`config.mk`:
```
export PLATFORM = sky130hd
export DESIGN_NAME = f_add_arbiter
export DESIGN_NICKNAME = d
export VERILOG_FILES = /design/src/rtl/f_add_arbiter.sv
export SDC_FILE = /design/constraint.sdc
export NUM_CORES = 1
export LEC_CHECK = 0
export CORE_AREA = 4 4 332 334
export CTS_CLUSTER_DIAMETER = 30
export CTS_CLUSTER_SIZE = 24
export DETAILED_ROUTE_END_ITERATION = 6
export DIE_AREA = 0 0 336 338
export HOLD_SLACK_MARGIN = 0.08
export PLACE_DENSITY = 0.37
export RECOVER_POWER = 50
export SYNTH_ARGS = -nofsm -noshare
export SYNTH_HDL_FRONTEND = slang
export SYNTH_SLANG_ARGS = --single-unit
export TNS_END_PERCENT = 10
```
`constraint.sdc`:
```
create_clock -name clk -period 9 [get_ports clk]
set_input_delay 2.7 -clock clk [delete_from_list [all_inputs] [get_ports clk]]
set_output_delay 2.7 -clock clk [all_outputs]
set_load 0.005 [all_outputs]
```
`src/rtl/f_add_arbiter.sv`:
```
// f_add_arbiter: round-robin arbiter that lets N_REQ requesters share one
// f_add unit. Grants are combinational, operands are issued one cycle after
// the transfer, and returning results are routed back to their owner through
// an in-order tag FIFO of depth MAX_OUT.
// Optional feature: define F_ADD_ARB_STATS_EN to enable the issue/stall
// statistics counters; otherwise both stat ports are tied to zero.
module f_add_arbiter #(
    parameter int N_REQ   = 4,
    parameter int FLEN    = 64,
    parameter int MAX_OUT = 8
) (
    input  logic                  clk,
    input  logic                  rst,
    input  logic [N_REQ-1:0]      req_valid,
    input  logic [N_REQ*FLEN-1:0] req_a,
    input  logic [N_REQ*FLEN-1:0] req_b,
    output logic [N_REQ-1:0]      req_ready,
    output logic [N_REQ-1:0]      resp_valid,
    output logic [FLEN-1:0]       resp_res,
    output logic                  resp_error,
    output logic                  fu_up_valid,
    output logic [FLEN-1:0]       fu_a,
    output logic [FLEN-1:0]       fu_b,
    input  logic [FLEN-1:0]       fu_res,
    input  logic                  fu_down_valid,
    input  logic                  fu_busy,
    input  logic                  fu_error,
    output logic                  err_unexpected,
    output logic [31:0]           stat_issued,
    output logic [31:0]           stat_stalled
);

    localparam int IDX_W = $clog2(N_REQ);
    // Pointers are at least one bit wide; the FIFO storage rounds up to a
    // power of two so the pointers wrap naturally.
    localparam int PTR_W = (MAX_OUT > 1) ? $clog2(MAX_OUT) : 1;
    localparam int DEPTH = 2 ** PTR_W;
    localparam int CNT_W = $clog2(MAX_OUT + 1);

    localparam logic [CNT_W-1:0] CNT_FULL = CNT_W'(MAX_OUT);
    localparam logic [IDX_W-1:0] LAST_IDX = IDX_W'(N_REQ - 1);

    logic [IDX_W-1:0] last_grant;
    logic [IDX_W-1:0] grant_idx;
    logic [IDX_W-1:0] cand;
    logic [N_REQ-1:0] grant_oh;
    logic             found;
    logic             pop;
    logic             issue_ok;
    logic             transfer;

    logic [CNT_W-1:0] count;
    logic [PTR_W-1:0] wr_ptr;
    logic [PTR_W-1:0] rd_ptr;
    logic [IDX_W-1:0] tag_mem [DEPTH];

    // A result only pops the tag FIFO when something is actually outstanding.
    assign pop = fu_down_valid && (count != '0);

    // Issue needs a free unit and a free slot; a same-cycle pop frees a slot
    // even when the count is at its limit.
    assign issue_ok = rst && !fu_busy && ((count != CNT_FULL) || pop);

    // Round-robin search starting one past the last granted requester.
    always_comb begin
        // NOTE: every signal written here gets a default first, so no latch is inferred.
        grant_oh  = '0;
        grant_idx = '0;
        cand      = '0;
        found     = 1'b0;
        for (int k = 1; k <= N_REQ; k++) begin
            cand = IDX_W'((int'(last_grant) + k) % N_REQ);
            if (!found && req_valid[cand]) begin
                found          = 1'b1;
                grant_idx      = cand;
                grant_oh[cand] = 1'b1;
            end
        end
    end

    assign req_ready = issue_ok ? grant_oh : '0;
    assign transfer  = issue_ok && found;

    // Control state: issue strobe, response strobe, tag pointers, count, error flag.
    always_ff @(posedge clk) begin
        // NOTE: sequential state uses non-blocking assignments so every register
        // samples pre-edge values regardless of statement order.
        if (!rst) begin
            last_grant     <= LAST_IDX;
            count          <= '0;
            wr_ptr         <= '0;
            rd_ptr         <= '0;
            fu_up_valid    <= 1'b0;
            resp_valid     <= '0;
            resp_error     <= 1'b0;
            err_unexpected <= 1'b0;
        end else begin
            fu_up_valid <= transfer;
            resp_valid  <= pop ? (N_REQ'(1) << tag_mem[rd_ptr]) : '0;
            resp_error  <= pop && fu_error;

            if (transfer) begin
                last_grant <= grant_idx;
                wr_ptr     <= wr_ptr + 1'b1;
            end
            if (pop) begin
                rd_ptr <= rd_ptr + 1'b1;
            end

            if (transfer && !pop) begin
                count <= count + 1'b1;
            end else if (pop && !transfer) begin
                count <= count - 1'b1;
            end

            if (fu_down_valid && (count == '0)) begin
                err_unexpected <= 1'b1;
            end
        end
    end

    // Datapath: tag storage, issued operands and returned result.
    always_ff @(posedge clk) begin
        // NOTE: tag storage and data registers carry no reset; the pointers and
        // count alone decide which entries and values are meaningful.
        if (transfer) begin
            tag_mem[wr_ptr] <= grant_idx;
            fu_a            <= req_a[grant_idx*FLEN +: FLEN];
            fu_b            <= req_b[grant_idx*FLEN +: FLEN];
        end
        if (pop) begin
            resp_res <= fu_res;
        end
    end

`ifdef F_ADD_ARB_STATS_EN
    // Statistics: transfers, and cycles where someone asked but nothing issued.
    always_ff @(posedge clk) begin
        if (!rst) begin
            stat_issued  <= '0;
            stat_stalled <= '0;
        end else begin
            if (transfer) begin
                stat_issued <= stat_issued + 32'd1;
            end
            if ((|req_valid) && !transfer) begin
                stat_stalled <= stat_stalled + 32'd1;
            end
        end
    end
`else
    assign stat_issued  = '0;
    assign stat_stalled = '0;
`endif

endmodule

```
==> reports/qor.yml <==
r2r_start: "count[0]$_SDFFE_PN0P_"
startpoint_type: "primary input"
violations: "capacitance limit, slew limit"
syn_inst: 1220
fin_crit_ns: 8.13
setup_tns_ns: 0
core.rowCount: 120
hpwl_um: 59200
grt_pass1_wl_um: 105000
dieWidth_um: 336
netlist_top_cells_area: "edfxtp_1 48%, o21ai_0 8.9%, a32oi_1 8.7%"
syn_area_mm2: 0.0129
yosysWarnings: 0
port_buffers: 787
grt_pass1_vias: 14600
yosysMostFrequentCell: "o21ai_0"
max_slew_margin_pct: -133
crit_chain: "dlygate4sd3_1 > mux4_2 > nor4b_1 > nand2_1 > a21oi_1 > clkdlybuf4s50_1"
cts.sinks: 230
hold_path.class: "reg -> reg"
finalClockSkew_ns: 0.0134
critPathArrivalTime_ns: 5.43
r2r_cells: 6
die-area_mm2: 0.114
endpoint_kind: "output pin"
cp_slowest_stage_delay_ns: 0.67
wl_per_cell_um: 22.4
yosysTopAreaCellShare_pct: 48.4
drv_cap: 1
dieHeight_um: 338
hold_viol_final: 0
rrSetupSlack_ns: 4.36
drtAntennaViolNets: 0
first_pass_iters: 5
layout-drive-gt1-share_pct: 8.26
layout.cells.non_filler: 3459
avgSynthCellArea_um2: 10.6
cts_buffers: 84
seqCellArea_mm2: 0.00669
start_util_pct: 12.1
coreArea_mm2: 0.107
setup_violations: 0
synth_flop_cell: "edfxtp_1"
required_ns: 6.30
clk_latency_ns: 0.62
synth-edff-count: 208
yosysTopAreaCell: "edfxtp_1"
critPathMaxFanout: 10
maxSlewViolCount: 60
htree_levels: 3
fillers: 11500
crit_start: "req_valid[3]"
ctsResizeCount: 0
hold_ws_ns: 0.501
ys_ff_latch: 230
route.detailed.drc: 0
cts_setup_buffers: 0
dpl.cell_count: 3282
netlist-cell-type-count: 47
drt_iter0_markers: 878
grt_antenna_before_repair: 37
fmax_mhz: 123
ir_drop_v: 0.000125
clockBufferDepth: 3
syn_to_final_growth_pct: 92.2
cp-endpoint: "req_ready[3]"
p_per_area_mw_per_mm2: 263
clk_pin_slew_worst_paths_ns: 0.04
wl_um: 77300
status: "finished, violations left"
ys_seq_area_share_pct: 51.8
multiInputGateArea_mm2: 0.00521
overflow: 0
tightestPinTransition_ns: 3.50
async_reset_ff_share_pct: 0
ctsRootBufferMaster: "clkbuf_16"
crit_path_top_delay_cell: "dlygate4sd3_1"
grt_usage_pct: 12.7
r2r_end: "rd_ptr[2]$_SDFFE_PN0N_"
ys_top_cells_by_count: "229 x o21ai_0, 208 x edfxtp_1, 129 x a31oi_1"
final_nets: 2564
post-route-period-util_pct: 90.3
p_leak_nw: 8.40
gp_congestion: 0.891
rsz0062_at_grt: "no"
routed_via_density: 4.09
tritoncts: "yes"
io_pins: 852
num_vias: 14100
cts_hold_buf: 0
critical_path_class: "in -> out"
grt_max_degree: 165
final cells by class:
type                            count  area share, %
Tap cell                         1403           7.08
Inverter                            5         0.0757
Sequential cell                   230           27.0
Multi-Input combinational cell    834           21.0
Antenna cell                       23          0.232
Timing Repair Buffer              810           33.0
Clock buffer                       95           8.72
Clock inverter                     59           2.95
routing by layer:
metal / share of wire (%) / wire [um] / up-vias / global-route usage, %
met2: 50 / 38900 / 869 / 22.7
met3: 11 / 8870 / 144 / 6.00
met1: 35 / 26900 / 6794 / 12.8
met4: 3.2 / 2480 / 16 / 4.66
li1: - / - / 6314 / -
met5: 0.14 / 108 / - / 0
registers in the layout, indices dropped and copies added, names as in the netlist, 2 cells and up, named ones only:
signal and count:
fu_a 64, fu_b 64, resp_res 64, tag_mem 16
count 4, resp_valid 4, rd_ptr 3, wr_ptr 3
last_grant 2
cells by family after synthesis:
| kind of cell | share of synthesized area [%] |
|---|---|
| buffers and inverters | 9.81 |
| adders and majority gates | 1.42 |
| DFF | 51.8 |
| other | 0.0291 |
| muxes | 2.41 |
| xor gates and xnor gates | 0.407 |
| and+or+nand+nor | 7.45 |
| AOI/OAI and AO/OA | 26.7 |
per-stage QoR:
step | power, W | area, um2 | utilization [%] | worst slack, ns
after floorplan | 0.00266 | 13100 | - | 1.27
after global placement | 0.00367 | 21900 | 20.4 | 0.990
after detailed placement | 0.00368 | 21900 | 20.4 | 0.998
after CTS | 0.00671 | 24700 | 23.2 | 0.981
after global routing | 0.00688 | 24800 | 23.2 | 0.697
final | 0.00652 | 24800 | 23.2 | 0.873
worst min-delay path by stage:
| stage | start | to | slack (ns) | cells past startpoint |
|---|---|---|---|---|
| floorplan | rd_ptr[1]$_SDFFE_PN0N_ | register | 0.47 | 2 |
| global placement | err_unexpected$_SDFFE_PN0P_ | err_unexpected$_SDFFE_PN0P_ | 0.48 | 2 |
| detailed placement | err_unexpected$_SDFFE_PN0P_ | err_unexpected$_SDFFE_PN0P_ | 0.50 | 2 |
| CTS | rd_ptr[1]$_SDFFE_PN0N_ | register | 0.50 | 2 |
| global route | rd_ptr[1]$_SDFFE_PN0N_ | register | 0.51 | 2 |
| finish | err_unexpected$_SDFFE_PN0P_ | err_unexpected$_SDFFE_PN0P_ | 0.50 | 2 |
layout by cell type, fill, tap and decap left out, types with 15 or more instances in the layout:
cell type	n
nand3_1	128
edfxtp_1	208
conb_1	64
a32oi_1	128
dlygate4sd3_1	248
nand2_1	19
clkinv_1	15
a31oi_1	129
dfxtp_1	22
clkbuf_16	84
o21ai_1	30
o21ai_0	229
diode_2	23
clkdlybuf4s50_1	539
power by group:
part	internal, W	switching (W)	total, W
logic	0.000859	0.00112	0.00198
clock network	0.00209	0.000860	0.00295
registers	0.00151	0.0000796	0.00159
total	0.00446	0.00206	0.00652
critical path: cells and delay by family:
family                 cells  cell delay, ns
buffers and inverters      2            1.19
AND/OR/NAND/NOR            2            0.75
multiplexers               1            0.62
AO/OA/AOI/OAI              1            0.16
No activity file was read; power rests on OpenSTA's default activity.
